<file path="src/rtl/ups_axi4l_regfile.sv">
// ============================================================================
//  Module      : ups_axi4l_regfile
//  Description : AXI4-Lite slave holding UPS CTRL/CFG registers plus STATUS/ID.
//  Revision    : 1.0  initial release
// ============================================================================
`default_nettype none

module ups_axi4l_regfile #(
    parameter logic [31:0] ID_VALUE = 32'h5550_0100,
    parameter bit          STRB_EN  = 1'b0,
    parameter logic [31:0] CTRL_RST = 32'h0
) (
    input  logic        clk,
    input  logic        rst,
    input  logic [31:0] ca4l_araddr,
    input  logic [2:0]  ca4l_arprot,
    input  logic        ca4l_arvalid,
    output logic        ca4l_arready,
    output logic [31:0] ca4l_rdata,
    output logic [1:0]  ca4l_rresp,
    output logic        ca4l_rvalid,
    input  logic        ca4l_rready,
    input  logic [31:0] ca4l_awaddr,
    input  logic [2:0]  ca4l_awprot,
    input  logic        ca4l_awvalid,
    output logic        ca4l_awready,
    input  logic [31:0] ca4l_wdata,
    input  logic [3:0]  ca4l_wstrb,
    input  logic        ca4l_wvalid,
    output logic        ca4l_wready,
    output logic [1:0]  ca4l_bresp,
    output logic        ca4l_bvalid,
    input  logic        ca4l_bready,
    input  logic [31:0] status_in,
    output logic [3:0]  led,
    output logic [31:0] ctrl,
    output logic [31:0] cfg0,
    output logic [31:0] cfg1,
    output logic        ctrl_wr_pulse
);

    typedef enum logic [1:0] {W_IDLE = 2'd0, W_DATA = 2'd1, W_RESP = 2'd2} wstate_t;
    typedef enum logic [0:0] {R_IDLE = 1'b0, R_DATA = 1'b1} rstate_t;

    localparam logic [1:0] c_RESP_OKAY   = 2'b00;
    localparam logic [1:0] c_RESP_SLVERR = 2'b10;
    localparam logic [1:0] c_RESP_DECERR = 2'b11;

    localparam logic [2:0] c_SEL_CTRL   = 3'd0;
    localparam logic [2:0] c_SEL_CFG0   = 3'd1;
    localparam logic [2:0] c_SEL_CFG1   = 3'd2;
    localparam logic [2:0] c_SEL_STATUS = 3'd3;
    localparam logic [2:0] c_SEL_ID     = 3'd4;
    localparam logic [2:0] c_SEL_NONE   = 3'd7;

    // Word address in, register select out; any high bit set means unmapped.
    function automatic logic [2:0] f_decode(input logic [29:0] word);
        logic [2:0] sel;
        sel = c_SEL_NONE;
        if (word[29:3] == '0) begin
            case (word[2:0])
                3'd0:    sel = c_SEL_CTRL;
                3'd1:    sel = c_SEL_CFG0;
                3'd2:    sel = c_SEL_CFG1;
                3'd3:    sel = c_SEL_STATUS;
                3'd4:    sel = c_SEL_ID;
                default: sel = c_SEL_NONE;
            endcase
        end
        return sel;
    endfunction

    function automatic logic [31:0] f_merge(input logic [31:0] old_v,
                                            input logic [31:0] new_v,
                                            input logic [31:0] mask);
        return (old_v & ~mask) | (new_v & mask);
    endfunction

    wstate_t     r_wstate, w_wstate_nxt;
    rstate_t     r_rstate, w_rstate_nxt;
    logic        r_awready, r_wready, r_bvalid, r_arready, r_rvalid;
    logic [1:0]  r_bresp, r_rresp;
    logic [31:0] r_rdata;
    logic [29:0] r_awaddr;
    logic [31:0] r_ctrl, r_cfg0, r_cfg1;
    logic        r_ctrl_wr_pulse;

    logic        w_aw_hs, w_w_hs, w_b_hs, w_ar_hs, w_r_hs;
    logic [2:0]  w_wsel, w_rsel;
    logic [31:0] w_wmask;
    logic [1:0]  w_wresp;
    logic [31:0] w_rdata_mux;
    logic [1:0]  w_rresp_mux;
    logic        w_unused;

    assign w_aw_hs = ca4l_awvalid & r_awready;
    assign w_w_hs  = ca4l_wvalid  & r_wready;
    assign w_b_hs  = r_bvalid     & ca4l_bready;
    assign w_ar_hs = ca4l_arvalid & r_arready;
    assign w_r_hs  = r_rvalid     & ca4l_rready;

    assign w_wsel  = f_decode(r_awaddr);
    assign w_rsel  = f_decode(ca4l_araddr[31:2]);
    assign w_wmask = STRB_EN ? {{8{ca4l_wstrb[3]}}, {8{ca4l_wstrb[2]}},
                                {8{ca4l_wstrb[1]}}, {8{ca4l_wstrb[0]}}} : '1;
    assign w_unused = ^{ca4l_arprot, ca4l_awprot, ca4l_araddr[1:0], ca4l_awaddr[1:0]};

    always_comb begin
        w_wresp = c_RESP_DECERR;
        case (w_wsel)
            c_SEL_CTRL, c_SEL_CFG0, c_SEL_CFG1: w_wresp = c_RESP_OKAY;
            c_SEL_STATUS, c_SEL_ID:             w_wresp = c_RESP_SLVERR;
            default:                            w_wresp = c_RESP_DECERR;
        endcase
    end

    always_comb begin
        w_rdata_mux = '0;
        w_rresp_mux = c_RESP_OKAY;
        case (w_rsel)
            c_SEL_CTRL:   w_rdata_mux = r_ctrl;
            c_SEL_CFG0:   w_rdata_mux = r_cfg0;
            c_SEL_CFG1:   w_rdata_mux = r_cfg1;
            c_SEL_STATUS: w_rdata_mux = status_in;
            c_SEL_ID:     w_rdata_mux = ID_VALUE;
            default:      w_rresp_mux = c_RESP_DECERR;
        endcase
    end

    always_ff @(posedge clk or posedge rst) begin
        if (rst) begin
            r_wstate <= W_IDLE;
            r_rstate <= R_IDLE;
        end else begin
            r_wstate <= w_wstate_nxt;
            r_rstate <= w_rstate_nxt;
        end
    end

    always_comb begin
        w_wstate_nxt = r_wstate;
        case (r_wstate)
            W_IDLE:  if (w_aw_hs) w_wstate_nxt = W_DATA;
            W_DATA:  if (w_w_hs)  w_wstate_nxt = W_RESP;
            W_RESP:  if (w_b_hs)  w_wstate_nxt = W_IDLE;
            default: w_wstate_nxt = W_IDLE;
        endcase
    end

    always_comb begin
        w_rstate_nxt = r_rstate;
        case (r_rstate)
            R_IDLE:  if (w_ar_hs) w_rstate_nxt = R_DATA;
            R_DATA:  if (w_r_hs)  w_rstate_nxt = R_IDLE;
            default: w_rstate_nxt = R_IDLE;
        endcase
    end

    // Write channel: the register is updated on the very edge of the W handshake.
    always_ff @(posedge clk or posedge rst) begin
        if (rst) begin
            r_awready       <= 1'b0;
            r_wready        <= 1'b0;
            r_bvalid        <= 1'b0;
            r_bresp         <= c_RESP_OKAY;
            r_awaddr        <= '0;
            r_ctrl          <= CTRL_RST;
            r_cfg0          <= '0;
            r_cfg1          <= '0;
            r_ctrl_wr_pulse <= 1'b0;
        end else begin
            r_ctrl_wr_pulse <= 1'b0;
            case (r_wstate)
                W_IDLE: begin
                    r_awready <= ~w_aw_hs;
                    if (w_aw_hs) begin
                        r_awaddr <= ca4l_awaddr[31:2];
                        r_wready <= 1'b1;
                    end
                end
                W_DATA: begin
                    if (w_w_hs) begin
                        r_wready        <= 1'b0;
                        r_bvalid        <= 1'b1;
                        r_bresp         <= w_wresp;
                        r_ctrl_wr_pulse <= (w_wsel == c_SEL_CTRL);
                        case (w_wsel)
                            c_SEL_CTRL: r_ctrl <= f_merge(r_ctrl, ca4l_wdata, w_wmask);
                            c_SEL_CFG0: r_cfg0 <= f_merge(r_cfg0, ca4l_wdata, w_wmask);
                            c_SEL_CFG1: r_cfg1 <= f_merge(r_cfg1, ca4l_wdata, w_wmask);
                            default: ;
                        endcase
                    end
                end
                W_RESP: begin
                    if (w_b_hs) begin
                        r_bvalid  <= 1'b0;
                        r_awready <= 1'b1;
                    end
                end
                default: ;
            endcase
        end
    end

    // Read channel: data and response are captured at the AR handshake and held.
    always_ff @(posedge clk or posedge rst) begin
        if (rst) begin
            r_arready <= 1'b0;
            r_rvalid  <= 1'b0;
            r_rdata   <= '0;
            r_rresp   <= c_RESP_OKAY;
        end else begin
            case (r_rstate)
                R_IDLE: begin
                    r_arready <= ~w_ar_hs;
                    if (w_ar_hs) begin
                        r_rdata  <= w_rdata_mux;
                        r_rresp  <= w_rresp_mux;
                        r_rvalid <= 1'b1;
                    end
                end
                R_DATA: begin
                    if (w_r_hs) begin
                        r_rvalid  <= 1'b0;
                        r_arready <= 1'b1;
                    end
                end
                default: ;
            endcase
        end
    end

    assign ca4l_awready  = r_awready;
    assign ca4l_wready   = r_wready;
    assign ca4l_bvalid   = r_bvalid;
    assign ca4l_bresp    = r_bresp;
    assign ca4l_arready  = r_arready;
    assign ca4l_rvalid   = r_rvalid;
    assign ca4l_rdata    = r_rdata;
    assign ca4l_rresp    = r_rresp;
    assign ctrl          = r_ctrl;
    assign cfg0          = r_cfg0;
    assign cfg1          = r_cfg1;
    assign led           = r_ctrl[3:0];
    assign ctrl_wr_pulse = r_ctrl_wr_pulse;

endmodule

`default_nettype wire

</file>
<file path="config.mk">
export PLATFORM = sky130hd
export DESIGN_NAME = ups_axi4l_regfile
export DESIGN_NICKNAME = d
export VERILOG_FILES = /design/src/rtl/ups_axi4l_regfile.sv
export SDC_FILE = /design/constraint.sdc
export NUM_CORES = 1
export LEC_CHECK = 0
export CELL_PAD_IN_SITES_DETAIL_PLACEMENT = 0
export CELL_PAD_IN_SITES_GLOBAL_PLACEMENT = 1
export CORE_ASPECT_RATIO = 1.2
export CORE_MARGIN = 5
export CORE_UTILIZATION = 35
export DETAILED_ROUTE_END_ITERATION = 16
export PLACE_DENSITY = 0.88
export SETUP_SLACK_MARGIN = 0.02
export SLEW_MARGIN = 15
export SYNTH_ARGS = -nofsm -noshare
export SYNTH_HDL_FRONTEND = slang
export SYNTH_SLANG_ARGS = --single-unit
</file>
<file path="constraint.sdc">
create_clock -name clk -period 9.4 [get_ports clk]
set_input_delay 2.35 -clock clk [delete_from_list [all_inputs] [get_ports clk]]
set_output_delay 2.35 -clock clk [all_outputs]
set_load 0.005 [all_outputs]
</file>
### Word-level counts from Yosys, hierarchy flattened

Index checks and enable logic that the tools add are counted.

| storage, ports and cells | value |
|---|---|
| bits in registers | 171 |
| input port bits | 145 |
| word-level logic and storage cells | 99 |

| cells by class | value |
|---|---|
| multiplexer cells | 29 |
| reduce and logical (&&, ||, !) cells | 24 |
| bitwise logic cells | 8 |
| equal/unequal tests | 23 |

Operator list:

| operator | count |
|---|---|
| 32-bit one-hot mux with 5 select lines | 1 |
| 27-bit logical NOT | 2 |
| 3-bit one-hot mux with 5 select lines | 2 |
| 3-bit by 2-bit equality test with 1-bit output (second input constant) | 8 |
| 3-bit AND reduction | 6 |
| 3-bit by 1-bit equality test with 1-bit output (second input constant) | 4 |
| 3-bit equality test (second input constant) | 4 |
| 3-bit logical NOT | 4 |
| 1-bit 2-to-1 mux | 12 |
| 1-bit one-hot mux with 2 select lines | 6 |
| 2-bit AND reduction | 5 |
| 2-bit 2-to-1 mux | 4 |
| 2-bit inequality test (second input constant) | 4 |
| 3-bit 2-to-1 mux | 2 |
| 2-bit one-hot mux with 3 select lines | 1 |
| 2-bit nonzero test | 3 |
| 1-bit bitwise AND | 5 |
| 5-bit OR reduction | 1 |
| 2-bit one-hot mux with 2 select lines | 1 |
| 1-bit NOT | 3 |
| 3-bit OR reduction | 1 |
| 2-bit by 1-bit equality test with 1-bit output (second input constant) | 1 |
| 2-bit equality test (second input constant) | 1 |
| 2-bit logical NOT | 1 |
| other kinds (2) | 2 |

### Longest topological paths before layout

| depth | value |
|---|---|
| word-level depth | 6 |
| mapped depth | 7 |

### Least setup slack after synthesis

No wires, ideal clock.

| timing path | value |
|---|---|
| path kind | in2reg |
| start | in ca4l_araddr[17] |
| end | reg r_rresp[0], in the netlist ca4l_rresp[0] |
| stages | 4 |
| slack | 5.547 ns |
| library setup time | 0.138 ns |
| arrival time | 3.714 ns |
| path through | or4_1 > nor3_1 > nand3_1 > a21boi_0 |

| on the way | value |
|---|---|
| word-level cells in the longest chain between the ends | 5 |
| elaborated cells on any way between the ends | 9 |

RTL lines:

| element | line | source |
|---|---|---|
| from (decl) | 15 | `input logic [31:0] ca4l_araddr,` |
| 27-bit logical NOT (*) | 60 | `if (word[29:3] == '0) begin` |
| 3-bit 2-to-1 mux (*) | 60 |  |
| 3-bit equality test (tied with other cells) | 120 | `case (w_rsel)` |
| 5-bit OR reduction (no line) (*) | n/a |  |
| 2-bit 2-to-1 mux (*) | 120 |  |
| to (signal assigned) | 212 | `r_rresp <= c_RESP_OKAY;` |
| to (signal assigned) | 219 | `r_rresp <= w_rresp_mux;` |
| to (decl) | 82 | `logic [1:0] r_bresp, r_rresp;` |

Mark *: on every way between the ends. The rest lies on a longest branch, timed or not.
A chain may end at the register's enable or synchronous reset.

### Final worst setup path

| timing path | value |
|---|---|
| start | in ca4l_wvalid |
| end | reg r_ctrl[21], in the netlist ctrl[21] |

| on the way | value |
|---|---|
| word-level cells in the longest chain between the ends | 2 |

RTL lines:

| element | line | source |
|---|---|---|
| from (decl) | 29 | `input logic ca4l_wvalid,` |
| 1-bit bitwise AND | 97 | `assign w_w_hs = ca4l_wvalid & r_wready;` |
| 3-bit AND reduction (no line) | n/a |  |
| to (signal assigned) | 188 | `c_SEL_CTRL: r_ctrl <= f_merge(r_ctrl, ca4l_wdata, w_wmask);` |
| to (decl) | 85 | `logic [31:0] r_ctrl, r_cfg0, r_cfg1;` |

No other way between the ends.

==> impl_metrics.yaml <==
synthesis:
  synth_top_family_by_area: "multiplexers"
  yosys-top-cells-area: "dfrtp_1, mux2_2, mux4_2, mux2_1, nand2_1"
  synth.most_common_cell: "dfrtp_1"
  ys_seq_area_share_pct: 55.8
  synthMuxAreaShare_pct: 27.2
  synth.largest_area_cell: "dfrtp_1"
  yosys.area_share.simple_pct: 7.57
  synth-adder-area-share_pct: 0
  synth_area_sq_um: 7620
  synth_warnings: 0
  synthXorXnorAreaFrac_pct: 0
  synth_nets: 714
  yosys.cell_types.count: 44
  syn_area_per_cell_sq_um: 13.4
  synth_top_area_share_pct: 55.8
  netlist_top_cells_count: "dfrtp_1, mux2_2, mux2_1, nand2_1, inv_1"
  synth_top_flop_cell: "dfrtp_1"
  syn_inst: 569
  async_flop_share_pct: 100
  synth-edff-count: 0
  synth-compound-area-share_pct: 5.21
  yosys_register_bits: 170
job:
  cap_violations: 0
pwr:
  ir_drop_mv: 0.128
  power.leakage_nw: 4.81
  report.power.total_mw: 1.85
  p_per_area_nw_per_um2: 166
layout:
  drive_above_1_share_pct: 20.2
  nets: 975
  areaGrowthSynthToFinish_pct: 45.8
  nFillCells: 1909
  diodes: 0
  utilization_pct: 51.6
  design_area_sq_um: 11100
critical_path:
  critPathSlowestCell: "nand4_2"
  cp-end-kind: "flip-flop"
  r2r-start: "r_awaddr[24]"
  endpoint: "ctrl[21]"
  reg2regPathDepth: 5
  reg2reg_to: "ctrl[21]"
  crit_path_start: "ca4l_wvalid"
  cp_max_fo: 18
  critical_path.startpoint_type: "input pin"
  crit_arrival_ns: 4.95
  crit_chain: "clkdlybuf4s50_1 > nand4b_1 > nor4_4 > nand4_2 > buf_4 > mux2_1"
  path_class: "input pin to flip-flop"
  rrSetupSlack_ns: 6.49
  slowest_delay_ns: 0.63
  critical_path_required_ns: 9.70
clock_tree:
  post_cts_resized: 0
  h-tree-depth: 4
  tritoncts: "done"
  ctsHoldBuffers: 0
  root_buffer: "clkbuf_16"
  post-cts-setup-buffers: 0
  worstSkewPairLatency_ns: 0.42
  clock-sinks: 170
  cts_buffers: 17
  clk_pin_slew_worst_paths_ns: 0.07
  max-clock-path-buffers: 2
place:
  place_congestion: 0.817
  dp_hpwl_mm: 15.7
  place_area_sq_um: 10500
  portBuffers: 272
detailed_routing:
  avgRoutedWirePerCell_um: 19.6
  viasPerCell: 5.07
  route.detailed.drc: 0
  routed_wl_mm: 21.9
  detail-route-antenna-nets: 0
  first_iter_violations: 167
  via_count: 5666
  drt-pass1-iter-count: 4
grt:
  grt_first_pass_wirelength_mm: 33.4
  grt.total_usage_pct: 17.4
  grt_max_degree: 102
  grt_pass1_vias: 6190
  antenna_found_initial: 0
  overflow: 0
floorplanning:
  ios: 287
  die_area_sq_um: 24800
  initial_utilization_pct: 35.3
  rows: 59
  die_h_um: 172
  core_sq_um: 21600
  die_w_um: 145
min_path:
  hp-class: "flip-flop to flip-flop"
timing:
  max_slew_margin_pct: 25.5
  fin_tns_setup_ns: 0
  period_minus_slack_ns: 4.65
  fin_crit_sh_pct: 49.4
  finalHoldViolCount: 0
  rsz0062_at_grt: "false"
  whs_ns: 0.477
  skew_ns: 0.0122
  tightest_slew_ns: 1.12
  fmax_ghz: 0.215
  setup_viol: 0
  finalMaxSlewViolations: 0
status:
  status: "finished clean"
==> metal layers <==
metal	vias to the layer above	GRT usage [%]	share of wire (%)
met1	2860	19.7	37
met5	-	0	0
met2	185	31.2	53
met4	0	5.80	1.8
li1	2595	-	-
met3	26	5.39	7.6
==> how the worst min path moves through the flow <==
stage | start | to | cells after the start
finish | ca4l_rdata[31] | ca4l_rdata[31] | 2
global route | ca4l_rdata[5] | ca4l_rdata[5] | 2
CTS | ca4l_rdata[31] | ca4l_rdata[31] | 2
detailed placement | ca4l_rdata[2] | ca4l_rdata[2] | 2
global placement | ca4l_rdata[9] | ca4l_rdata[9] | 2
floorplan | r_rstate | ca4l_arready | 1
==> stage by stage <==
stage,cells,worst slack (ns)
floorplan,569,2.45
global placement,1085,4.29
detailed placement,1085,4.27
CTS,1117,4.69
global route,1117,4.60
finish,1117,4.75
==> state kept, by name, summed over array words and instances, names as in the netlist, 2 cells and up <==
signal      flops
ctrl           32
cfg0           32
ca4l_rdata     32
r_wstate        2
ca4l_bresp      2
cfg1           32
r_awaddr       30
==> cells by family after synthesis <==
family,count (synthesis)
flops,170
mux,159
simple gates,105
buf+inv,71
compound gates,64
==> critical path: cells and delay by family <==
family	cells	cell delay, ns
AND/OR/NAND/NOR	3	1.23
multiplexers	1	0.35
buffers and inverters	2	1.01
==> where the power goes <==
group,switching [mW],internal (mW)
logic,0.129,0.174
clock network,0.303,0.370
registers,0.0584,0.815
==> layout by cell type, fill, tap and decap left out, types with 6 or more instances in the layout <==
| cell | n |
|---|---|
| nor4_1 | 11 |
| mux4_2 | 25 |
| nor2_1 | 16 |
| a221o_1 | 6 |
| buf_4 | 8 |
| inv_1 | 32 |
| mux2_1 | 38 |
| a21oi_1 | 9 |
| mux2_2 | 95 |
| clkdlybuf4s50_1 | 270 |
| nand3_1 | 7 |
| o21ai_1 | 12 |
| a32oi_1 | 6 |
| a31oi_1 | 9 |
| dfrtp_1 | 170 |
| o21ai_0 | 18 |
| clkbuf_16 | 17 |
| nand2_1 | 38 |
==> final cells by class <==
class | count | area, sq um | area share, %
multi-input cells | 328 | 3050 | 27.4
clock buffers | 18 | 429 | 3.86
well taps | 274 | 343 | 3.08
clock inverters | 14 | 135 | 1.22
inverters | 33 | 129 | 1.16
flip-flops and latches | 170 | 4250 | 38.3
repair buffers | 280 | 2770 | 24.9
No activity file was read; power rests on OpenSTA's default activity.
